$ cat src/rtl/set_lu_frame_pkg.sv
// Shared rule, state and width constants for the frame-based Set logic unit.
package set_lu_frame_pkg;

   localparam int MODE_SZ = 2;

   localparam logic [MODE_SZ-1:0] MODE_ANY       = 2'd0;
   localparam logic [MODE_SZ-1:0] MODE_ALL       = 2'd1;
   localparam logic [MODE_SZ-1:0] MODE_EXACT_K   = 2'd2;
   localparam logic [MODE_SZ-1:0] MODE_ATLEAST_K = 2'd3;

   localparam logic [0:0] ST_IDLE = 1'b0;
   localparam logic [0:0] ST_RUN  = 1'b1;

endpackage

$ cat src/rtl/set_lu_eval.sv
// Combinational rule evaluator: masks a coverage vector, counts the
// covered sets and applies the selected selection rule.
module set_lu_eval
   import set_lu_frame_pkg::*;
#(
   parameter int NUM_SETS = 3,
   parameter int K_W      = 2
) (
   input  logic [NUM_SETS-1:0] covered,
   input  logic [NUM_SETS-1:0] mask,
   input  logic [K_W-1:0]      k,
   input  logic [MODE_SZ-1:0]  mode,
   output logic                hit
);

   logic [NUM_SETS-1:0] m;
   logic [K_W-1:0]      p;

   assign m = covered & mask;

   always_comb begin
      p = '0;
      for (int i = 0; i < NUM_SETS; i++)
         p = p + K_W'(m[i]);
   end

   // an empty mask never satisfies ALL, even though m==mask trivially
   always_comb begin
      hit = 1'b0;
      case (mode)
         MODE_ANY:       hit = |m;
         MODE_ALL:       hit = (m == mask) && (|mask);
         MODE_EXACT_K:   hit = (p == k);
         MODE_ATLEAST_K: hit = (p >= k);
         default:        hit = 1'b0;
      endcase
   end

endmodule

$ cat src/rtl/set_lu_frame.sv
// Frame controller: latches the rule at start, streams points through the
// evaluator and registers the hit, saturating hit count and end-of-frame pulse.
module set_lu_frame
   import set_lu_frame_pkg::*;
#(
   parameter int NUM_SETS = 3,
   parameter int CNT_W    = 8,
   parameter int K_W      = 2
) (
   input  logic                clk,
   input  logic                reset,
   input  logic                start_i,
   input  logic [MODE_SZ-1:0]  mode_i,
   input  logic [NUM_SETS-1:0] mask_i,
   input  logic [K_W-1:0]      k_i,
   input  logic                in_valid_i,
   input  logic [NUM_SETS-1:0] covered_i,
   input  logic                in_last_i,
   output logic                in_ready_o,
   output logic                hit_valid_o,
   output logic                hit_o,
   output logic [CNT_W-1:0]    count_o,
   output logic                done_o,
   output logic                busy_o,
   output logic                cfg_err_o
);

   logic [0:0]          state;
   logic [MODE_SZ-1:0]  mode_q;
   logic [NUM_SETS-1:0] mask_q;
   logic [K_W-1:0]      k_q;
   logic                accept;
   logic                hit_d;
   logic                cfg_bad;

   assign in_ready_o = (state == ST_RUN);
   assign busy_o     = (state == ST_RUN);
   assign accept     = in_valid_i && in_ready_o;
   assign cfg_bad    = (mask_i == '0) ||
                       ({1'b0, k_i} > (K_W+1)'(NUM_SETS));

   set_lu_eval #(
      .NUM_SETS (NUM_SETS),
      .K_W      (K_W)
   ) u_eval (
      .covered (covered_i),
      .mask    (mask_q),
      .k       (k_q),
      .mode    (mode_q),
      .hit     (hit_d)
   );

   always_ff @(posedge clk) begin
      if (reset) begin
         state       <= ST_IDLE;
         mode_q      <= '0;
         mask_q      <= '0;
         k_q         <= '0;
         hit_valid_o <= 1'b0;
         hit_o       <= 1'b0;
         count_o     <= '0;
         done_o      <= 1'b0;
         cfg_err_o   <= 1'b0;
      end else begin
         hit_valid_o <= accept;
         hit_o       <= accept && hit_d;
         done_o      <= accept && in_last_i;
         case (state)
            ST_IDLE: begin
               if (start_i) begin
                  state     <= ST_RUN;
                  mode_q    <= mode_i;
                  mask_q    <= mask_i;
                  k_q       <= k_i;
                  count_o   <= '0;
                  cfg_err_o <= cfg_bad;
               end
            end
            ST_RUN: begin
               if (accept && in_last_i)
                  state <= ST_IDLE;
               // hold at all-ones rather than wrap
               if (accept && hit_d && (count_o != '1))
                  count_o <= count_o + CNT_W'(1);
            end
            default: state <= ST_IDLE;
         endcase
      end
   end

endmodule
$ cat config.mk
export PLATFORM = sky130hd
export DESIGN_NAME = set_lu_frame
export DESIGN_NICKNAME = d
export VERILOG_FILES = /design/src/rtl/set_lu_frame_pkg.sv /design/src/rtl/set_lu_eval.sv /design/src/rtl/set_lu_frame.sv
export SDC_FILE = /design/constraint.sdc
export NUM_CORES = 1
export LEC_CHECK = 0
export BUFFER_PORTS_ARGS = -buffer_cell sky130_fd_sc_hd__buf_2
export CAP_MARGIN = 20
export CELL_PAD_IN_SITES_DETAIL_PLACEMENT = 0
export CELL_PAD_IN_SITES_GLOBAL_PLACEMENT = 1
export CORE_AREA = 4 4 56 58
export DETAILED_ROUTE_END_ITERATION = 16
export DIE_AREA = 0 0 60 62
export MAX_ROUTING_LAYER = met4
export PLACE_DENSITY = 0.89
export SYNTH_ARGS = -nofsm -noshare
export SYNTH_HDL_FRONTEND = slang
export SYNTH_SLANG_ARGS = --single-unit
$ cat constraint.sdc
create_clock -name clk -period 4.5 [get_ports clk]
set_input_delay 0.225 -clock clk [delete_from_list [all_inputs] [get_ports clk]]
set_output_delay 0.225 -clock clk [all_outputs]
set_load 0.02 [all_outputs]
==> run summary <==
outcome - finished, final reports clean
Setup violations, final - 0
clock latency at the later pin of the worst-skew pair - 0.31 ns
RSZ-0062 raised after global routing - false
Crit Path Category - flop to flop
# clock sinks - 20
GR Util met2 - 23.9%
GR Overflow Total - 0
CTS resizes - 0
initial core utilization - 37.3%
Most used DFF post-synth - dfxtp_1
post-CTS setup buffer count - 0
initial antenna violation count - 0
# IOs - 29
core area - 2660 µm²
register area - 400 µm²
syn nets - 139
number of global-route vias before repair - 867
CP max stage delay - 0.51 ns
Setup crit start kind - flop
hold path endpoint - k_q[1]
CTS tree - done
first-pass GRT wire length - 3730 µm
FF-to-FF End - count_o[4]
syn_area_per_cell - 8.27 µm²
Synth Instances - 120
met1 Track Usage GR - 15.6%
1st-pass router iterations - 5
most frequent cells in the layout - 28 x buf_2, 25 x nand2_1, 20 x dfxtp_1
worst slew pin tran - 0.679 ns
pwr dens - 317 nW/µm²
power share of the sequential group - 49.6%
post-route clock period utilization - 56.9%
filler cell count - 274
CP top delay family - simple AND/OR/NAND/NOR gates
sequential area share after synthesis - 40.4%
Post-synth EDFFs - 0
VDD IR-drop max - 264 µV
area grow syn2layout - 20.3%
Max clock buf depth - 2
H-tree Lvls - 1
CP required - 4.76 ns
site row count - 19
DR vias - 914
Pleak - 0.518 nW
final clock skew - 0.0123 ns
WHS - 0.131 ns
r2r worst-path depth - 8
DRC violations left - 0
PnR worst setup slack - 1.94 ns
P_int - 0.290 mW
Setup TNS - 0 ns
switching share of power - 23.2%
async set-reset flop share out of synthesis - 0%
share of layout cells above drive strength 1 - 23.8%
drt wl/cell - 11.9 µm
sw power - 0.0879 mW
Post-Syn Area - 992 µm²
worst rel slew slack - 54.6%
CP Max Fanout - 13
Post-Place Cells - 174
Yosys reg bits - 20
Worst EP arrival - 2.82 ns
Worst path slowest cell - or4_1
buffer and inverter count on the worst path - 0
GRT Max-Usage Layer - met2
clk slew on worst S/H paths - 0.12 ns
Worst Setup End Kind - flop
hold path start - k_i[1]
Slew Limit Fails - 0
post-layout min period - 2.56 ns
via density per instance - 5.13
YS warnings - 0
Root Driver - clkbuf_4
cell chain of the critical path - and2_1, fa_1, ha_1, nor2b_1, o21ai_0, a311o_1, or4_1, nand2_1
Max-Cap Viols - 0
met3 usage - 3.93%
R2R setup slack - 1.94 ns
area occupied by multi-input gates - 551 µm²
Die X - 60 µm
largest net degree at the start of global routing - 17
Final Wtd Congestion - 0.850
Comb power frac - 10.9%
Clock power frac - 39.5%
# port buffers - 28
fmax - 390 MHz
reg2reg start - mask_q[0]
Final HPWL DP - 1590 µm
post-route ant nets - 0
Hold Path Class - input pin to flop
Hold Crit Depth - 3
hold buffers post-CTS - 0
first-iteration detailed-routing DRC count - 9
die area - 3720 µm²
Final Non-Filler Cells - 178
TritonCTS Buffers - 3
Synth cell types - 35
Die H - 62 µm
most common cell after layout, fill and taps aside - buf_2
overall routing resource usage - 14.0%
fin nets - 167
pre-CTS setup slack - 1.96 ns
routed wire length - 2110 µm
Hold Vio Cnt, Final - 0
Antenna diodes - 0
==> cell usage after synthesis, types with 3 or more instances <==
cell | number | area (µm²)
dfxtp_1 | 20 | 400
nor2_1 | 4 | 15.0
mux2i_1 | 3 | 30.0
nand3_1 | 3 | 15.0
or3_1 | 6 | 37.5
nand2b_1 | 5 | 31.3
inv_1 | 3 | 11.3
ha_1 | 3 | 37.5
o21ai_0 | 4 | 20.0
nand2_1 | 25 | 93.8
and2_1 | 3 | 18.8
a21oi_1 | 12 | 60.1
clkbuf_1 | 3 | 11.3
==> flip-flops by register name, summed over array words and instances, names as in the netlist <==
register / flops
count_o: 8
mask_q: 3
k_q: 2
mode_q: 2
busy_o: 1
cfg_err_o: 1
done_o: 1
hit_o: 1
hit_valid_o: 1
==> worst reg2reg max path, cell delays in order, from the launching register on <==
cell and delay [ns]:
dfxtp_1 0.36, and2_1 0.16, fa_1 0.43, ha_1 0.31
nor2b_1 0.12, o21ai_0 0.08, a311o_1 0.46, or4_1 0.51
nand2_1 0.07
==> per-stage QoR <==
step | total power, mW | cell area (µm²) | util, %
floorplan | 0.220 | 992 | -
global placement | 0.232 | 1140 | 42.9
detailed placement | 0.233 | 1140 | 42.9
CTS | 0.386 | 1190 | 44.8
global route | 0.399 | 1190 | 44.8
finish | 0.378 | 1190 | 44.8
==> metal layers <==
layer	routed length, µm	vias to the layer above
met5	0	-
met4	37	0
met3	147	5
met2	955	29
met1	974	411
li1	-	469
==> logic make-up (layout without fill, tap and decap cells) <==
| logic type | after synthesis | after routing | share of synthesized area [%] |
|---|---|---|---|
| adders and majority gates | 4 | 4 | 5.80 |
| muxes | 3 | 3 | 3.03 |
| DFF | 20 | 20 | 40.4 |
| AOI/OAI and AO/OA | 24 | 24 | 14.9 |
| buffers and inverters | 8 | 35 | 4.16 |
| and+or+nand+nor | 61 | 61 | 31.8 |
==> power by group through the flow <==
stage	combinational, mW	sequential, mW	clock, mW
CTS	0.0417	0.188	0.156
floorplan	0.0267	0.193	0
global placement	0.0406	0.192	0
global route	0.0473	0.189	0.163
detailed placement	0.0416	0.192	0
finish	0.0411	0.188	0.149
==> worst max-delay path by stage <==
stage                             to  cells past startpoint  slack, ns    startpoint
after floorplan           count_o[7]                      9       2.13     mask_q[0]
after global placement    count_o[4]                     10       2.02  covered_i[0]
after detailed placement  count_o[4]                      9       1.96  covered_i[1]
after CTS                 count_o[4]                      8       1.93     mask_q[0]
after global routing      count_o[5]                      8       1.75     mask_q[1]
final                     count_o[4]                      8       1.94     mask_q[0]
==> layout make-up <==
| type | instances | share of cell area [%] |
|---|---|---|
| clock buffers | 3 | 1.89 |
| well taps | 31 | 3.25 |
| multi-input cells | 92 | 46.1 |
| clock inverters | 1 | 2.52 |
| inverters | 3 | 0.943 |
| repair buffers | 28 | 11.7 |
| flip-flops and latches | 20 | 33.5 |
Note: power is estimated with default switching activity, not from simulation.
